`src/rtl/pc_sequencer_pkg.sv`:
```
// Shared constants and types for the fetch sequencer.
package pc_sequencer_pkg;

    localparam logic [31:0] WORD_ZERO = 32'h0000_0000;
    localparam logic [31:0] PC_INC    = 32'd4;

    localparam logic [1:0] S_IDLE  = 2'd0;
    localparam logic [1:0] S_FETCH = 2'd1;
    localparam logic [1:0] S_HOLD  = 2'd2;

    // Resolved redirect: the PC actually loaded and whether it is a misalignment trap.
    typedef struct packed {
        logic [31:0] pc;
        logic        trap;
    } redir_t;

endpackage

```
`src/rtl/pc_sequencer_incrementer.sv`:
```
// Combinational sequential-PC adder, shared with the branch unit.
module pc_incrementer
    import pc_sequencer_pkg::*;
(
    input  logic [31:0] pc_i,
    output logic [31:0] pc_next_o
);

    assign pc_next_o = pc_i + PC_INC;

endmodule

```
`src/rtl/pc_sequencer.sv`:
```
// Program-counter fetch sequencer between imem (req/ack) and decode (valid/ready).
// Optional feature: PC_ALIGN_CHECK_EN traps misaligned redirect targets to EXC_VECTOR.
module pc_sequencer
    import pc_sequencer_pkg::*;
#(
    parameter logic [31:0] RESET_VECTOR = 32'h0000_0000,
    parameter logic [31:0] EXC_VECTOR   = 32'h0000_0080
) (
    input  logic        clk,
    input  logic        rst_n,
    output logic        imem_req,
    output logic [31:0] imem_addr,
    input  logic        imem_ack,
    input  logic [31:0] imem_rdata,
    output logic [31:0] instr_out,
    output logic        instr_valid,
    input  logic        instr_ready,
    input  logic        stall,
    input  logic        redirect_valid,
    input  logic [31:0] redirect_target,
    output logic [31:0] pc_out,
    output logic        misalign_exc
);

    logic [1:0]  state_q, state_d;
    logic [31:0] pc_q, pc_d;
    logic [31:0] instr_q, instr_d;
    logic        valid_q, valid_d;
    logic        pend_q, pend_d;
    redir_t      ptgt_q, ptgt_d;
    logic        gap_q, gap_d;
    logic        exc_q, exc_d;
    redir_t      redir_in;
    logic [31:0] pc_inc;

    pc_incrementer u_inc (
        .pc_i      (pc_q),
        .pc_next_o (pc_inc)
    );

`ifdef PC_ALIGN_CHECK_EN
    always_comb begin
        redir_in.trap = |redirect_target[1:0];
        redir_in.pc   = redir_in.trap ? EXC_VECTOR : redirect_target;
    end
`else
    logic unused_exc_vector;
    assign unused_exc_vector = ^EXC_VECTOR;
    always_comb begin
        redir_in.trap = 1'b0;
        redir_in.pc   = redirect_target & ~32'h3;
    end
`endif

    always_comb begin
        state_d = state_q;
        pc_d    = pc_q;
        instr_d = instr_q;
        valid_d = 1'b0;
        pend_d  = pend_q;
        ptgt_d  = ptgt_q;
        gap_d   = 1'b0;
        exc_d   = 1'b0;
        case (state_q)
            S_IDLE: state_d = S_FETCH;
            S_FETCH: begin
                if (gap_q) begin
                    // No transaction outstanding during the gap: redirect loads directly.
                    if (redirect_valid) begin
                        pc_d  = redir_in.pc;
                        exc_d = redir_in.trap;
                    end
                end else if (imem_ack) begin
                    if (redirect_valid) begin
                        pc_d   = redir_in.pc;
                        exc_d  = redir_in.trap;
                        gap_d  = 1'b1;
                        pend_d = 1'b0;
                    end else if (pend_q) begin
                        pc_d   = ptgt_q.pc;
                        exc_d  = ptgt_q.trap;
                        gap_d  = 1'b1;
                        pend_d = 1'b0;
                    end else begin
                        instr_d = imem_rdata;
                        valid_d = 1'b1;
                        state_d = S_HOLD;
                    end
                end else if (redirect_valid) begin
                    pend_d = 1'b1;
                    ptgt_d = redir_in;
                end
            end
            S_HOLD: begin
                valid_d = 1'b1;
                if (redirect_valid) begin
                    pc_d    = redir_in.pc;
                    exc_d   = redir_in.trap;
                    valid_d = 1'b0;
                    state_d = S_FETCH;
                end else if (instr_ready && !stall) begin
                    pc_d    = pc_inc;
                    valid_d = 1'b0;
                    state_d = S_FETCH;
                end
            end
            default: state_d = S_IDLE;
        endcase
    end

    always_ff @(posedge clk) begin
        if (!rst_n) begin
            state_q <= S_IDLE;
            pc_q    <= RESET_VECTOR;
            instr_q <= WORD_ZERO;
            valid_q <= 1'b0;
            pend_q  <= 1'b0;
            ptgt_q  <= '0;
            gap_q   <= 1'b0;
            exc_q   <= 1'b0;
        end else begin
            state_q <= state_d;
            pc_q    <= pc_d;
            instr_q <= instr_d;
            valid_q <= valid_d;
            pend_q  <= pend_d;
            ptgt_q  <= ptgt_d;
            gap_q   <= gap_d;
            exc_q   <= exc_d;
        end
    end

    assign imem_req     = (state_q == S_FETCH) && !gap_q;
    assign imem_addr    = pc_q;
    assign pc_out       = pc_q;
    assign instr_out    = instr_q;
    assign instr_valid  = valid_q;
    assign misalign_exc = exc_q;

endmodule

```
`config.mk`:
```
export PLATFORM = sky130hd
export DESIGN_NAME = pc_sequencer
export DESIGN_NICKNAME = d
export VERILOG_FILES = /design/src/rtl/pc_sequencer_pkg.sv /design/src/rtl/pc_sequencer_incrementer.sv /design/src/rtl/pc_sequencer.sv
export SDC_FILE = /design/constraint.sdc
export NUM_CORES = 1
export LEC_CHECK = 0
export ABC_CLOCK_PERIOD_IN_PS = 5610
export BUFFER_PORTS_ARGS = -buffer_cell sky130_fd_sc_hd__buf_2
export CAP_MARGIN = 5
export CORE_ASPECT_RATIO = 1.1
export CORE_MARGIN = 4
export CORE_UTILIZATION = 44
export DETAILED_ROUTE_END_ITERATION = 16
export GPL_TIMING_DRIVEN = 0
export PLACE_DENSITY = 0.82
export SLEW_MARGIN = 20
export SYNTH_ARGS = -nofsm -noshare
export SYNTH_HDL_FRONTEND = slang
export SYNTH_HIERARCHICAL = 1
export SYNTH_SLANG_ARGS = --single-unit
```
`constraint.sdc`:
```
create_clock -name clk -period 5.61 [get_ports clk]
set_input_delay 1.122 -clock clk [delete_from_list [all_inputs] [get_ports clk]]
set_output_delay 1.122 -clock clk [all_outputs]
set_load 0.05 [all_outputs]
```
==> impl_metrics.env <==
export IMPL_pwr_share_clk=0.189
export IMPL_intPower_mw=1.65
export IMPL_clk_insertion_delay_late_ps=350
export IMPL_drt_iter0_drc=400
export IMPL_synth_edf_count=0
export IMPL_postRouteAntennaNets=0
export IMPL_status="completed"
export IMPL_place_congestion=0.860
export IMPL_syn_avg_cell_area_um2=8.28
export IMPL_holdWs_ps=452
export IMPL_fin_skew_ps=8.79
export IMPL_clock_sinks=99
export IMPL_netSwitchingFraction=0.478
export IMPL_maxSlewViolCount=0
export IMPL_io_pins=169
export IMPL_clk_path_buf_depth=2
export IMPL_wl_um=14600
export IMPL_netlist_instances=620
export IMPL_crit_fanout=4
export IMPL_power_static_leakage_nw=2.98
export IMPL_ys_flop_type="dfxtp_1"
export IMPL_ys_warn_count=6
export IMPL_place_hpwl_um=11000
export IMPL_post_route_min_period_ps=2650
export IMPL_post_cts_buffers=0
export IMPL_worst_pin_slew_ps=703
export IMPL_grt_usage=0.214
export IMPL_syn_num_nets=695
export IMPL_vias=5046
export IMPL_startpoint_type="register"
export IMPL_cp_data_arrival_time_ps=1520
export IMPL_layout_drive_gt1_share=0.311
export IMPL_crit_type="reg -> out"
export IMPL_nFillCells=1093
export IMPL_grt_pass1_vias=4865
export IMPL_hp_start="instr_out[2]"
export IMPL_yosysTopAreaCell="dfxtp_1"
export IMPL_synth_cell_area_um2=5130
export IMPL_nets=870
export IMPL_worst_setup_path_end_kind="primary output"
export IMPL_tritoncts="yes"
export IMPL_critPathRequiredTime_ps=4490
export IMPL_netlist_top_cells_count="nand2_1 (168), dfxtp_1 (99), a21oi_1 (65)"
export IMPL_yosysUniqueCellTypes=44
export IMPL_hp_class="reg -> reg"
export IMPL_rows=41
export IMPL_p_sw_mw=1.51
export IMPL_wl_per_cell_um=15.4
export IMPL_grt_overflow=0
export IMPL_core_um2=11400
export IMPL_min_period_over_period=0.472
export IMPL_setup_tns_ps=0
export IMPL_die_height_um=121
export IMPL_max_cap_violations=0
export IMPL_cts_resized_gates=0
export IMPL_synth_area_leaders="dfxtp_1 (39%), nand2_1 (12%), mux2i_1 (6.4%), a21oi_1 (6.3%), buf_4 (5.3%)"
export IMPL_hold_buffers=0
export IMPL_n_antenna_cell=0
export IMPL_grt_pass1_wl_um=23600
export IMPL_ys_seq_area_frac=0.386
export IMPL_critical_path_startpoint="state_q[1]"
export IMPL_fmax_ghz=0.378
export IMPL_grt_max_degree=19
export IMPL_antenna_found_initial=0
export IMPL_peakVddDrop_mv=0.227
export IMPL_vias_per_cell=5.31
export IMPL_fin_total_pwr_mw=3.17
export IMPL_rsz0062_at_grt="false"
export IMPL_htreeDepth=3
export IMPL_synth_most_common_cell="nand2_1"
export IMPL_synth_top_area_frac=0.386
export IMPL_setup_viol=0
export IMPL_p_comb_frac=0.497
export IMPL_die_width_um=111
export IMPL_dieArea_um2=13500
export IMPL_remaining_drc_errors=0
export IMPL_cts_clk_slew_worst_paths_ps=70
export IMPL_hold_viol=0
export IMPL_power_frac_seq=0.314
export IMPL_synthArstFlopShare=0
export IMPL_start_util=0.449
export IMPL_ys_seq_elements=99
export IMPL_numCtsBuffers=9
export IMPL_slew_limit_headroom=0.527
export IMPL_dr_pass1_iters=8
export IMPL_p_per_area_nw_per_um2=493
export IMPL_r2r_start="imem_addr[2]"
export IMPL_clockRootBuffer="clkbuf_16"
export IMPL_io_buffers=164
export IMPL_layout_area_overhead_vs_synth_pct=25.2
cell usage in the layout, fill, tap and decap left out, types with 7 or more instances in the layout:
cell,Yosys,routed
a21oi_1,65,65
buf_2,12,176
buf_4,36,36
clkbuf_1,22,22
clkbuf_16,0,9
dfxtp_1,99,99
inv_1,10,10
mux2i_1,33,33
nand2_1,168,168
nand3_1,14,14
nor2_1,13,13
nor3_1,7,7
o221ai_1,30,30
o22a_1,30,30
xnor2_1,15,15
xor2_1,13,13
worst max-delay path: stages (launching register included):
cell	delay, ps
dfxtp_1	330
inv_1	90
ha_1	200
nor2b_1	240
buf_2	320
final cells by class:
type	count	area (um^2)	share of cell area
Timing Repair Buffer	164	821	0.128
Sequential cell	99	1980	0.308
Multi-Input combinational cell	431	2620	0.407
Buffer	79	492	0.0765
Clock inverter	7	60.1	0.00935
Inverter	11	41.3	0.00643
Clock buffer	9	225	0.0351
Tap cell	150	188	0.0292
power groups by stage:
stage	registers [mW]	clock network [mW]	logic, mW
after floorplan	1.29	0	0.941
after global routing	1.02	0.636	1.68
after global placement	1.00	0	1.56
final	0.993	0.598	1.57
after CTS	0.990	0.612	1.58
after detailed placement	1.01	0	1.57
cell families after synthesis:
logic type                 Yosys count  synth area share
adders and majority gates            5            0.0122
DFF                                 99             0.386
and+or+nand+nor                    233             0.209
xor gates and xnor gates            28            0.0478
buffers and inverters               90             0.104
other                                1          0.000731
AOI/OAI and AO/OA                  131             0.176
muxes                               33            0.0644
registers in the layout, summed over array words and instances (netlist names):
signal,cells
state_q,2
imem_addr,32
ptgt_q,30
instr_valid,1
pend_q,1
gap_q,1
instr_out,32
per-stage QoR:
stage	instance area, um^2	setup WS [ps]	utilization	instances
after global routing	6420	2890	0.562	950
after detailed placement	6140	3120	0.537	934
after CTS	6420	2960	0.562	950
after global placement	6140	3130	0.537	934
final	6420	2960	0.562	950
after floorplan	5130	3020	-	620
worst paths after layout:
| path | depth (start not counted) | end | slack [ps] |
|---|---|---|---|
| worst max-delay path | 4 | imem_req | 2960 |
| worst max register to register | 9 | imem_addr[28] | 3160 |
| worst min register to register | 2 | instr_out[2] | 450 |
| worst min-delay path | 2 | instr_out[2] | 450 |
layer usage:
metal | routed length [um] | vias to the layer above | GRT usage | share of wire
li1 | - | 2464 | - | -
met1 | 5840 | 2341 | 0.256 | 0.40
met2 | 7160 | 212 | 0.360 | 0.49
met3 | 1350 | 29 | 0.0678 | 0.092
met4 | 295 | 0 | 0.0824 | 0.020
met5 | 0 | - | 0 | 0
No activity file was read; power rests on OpenSTA's default activity.
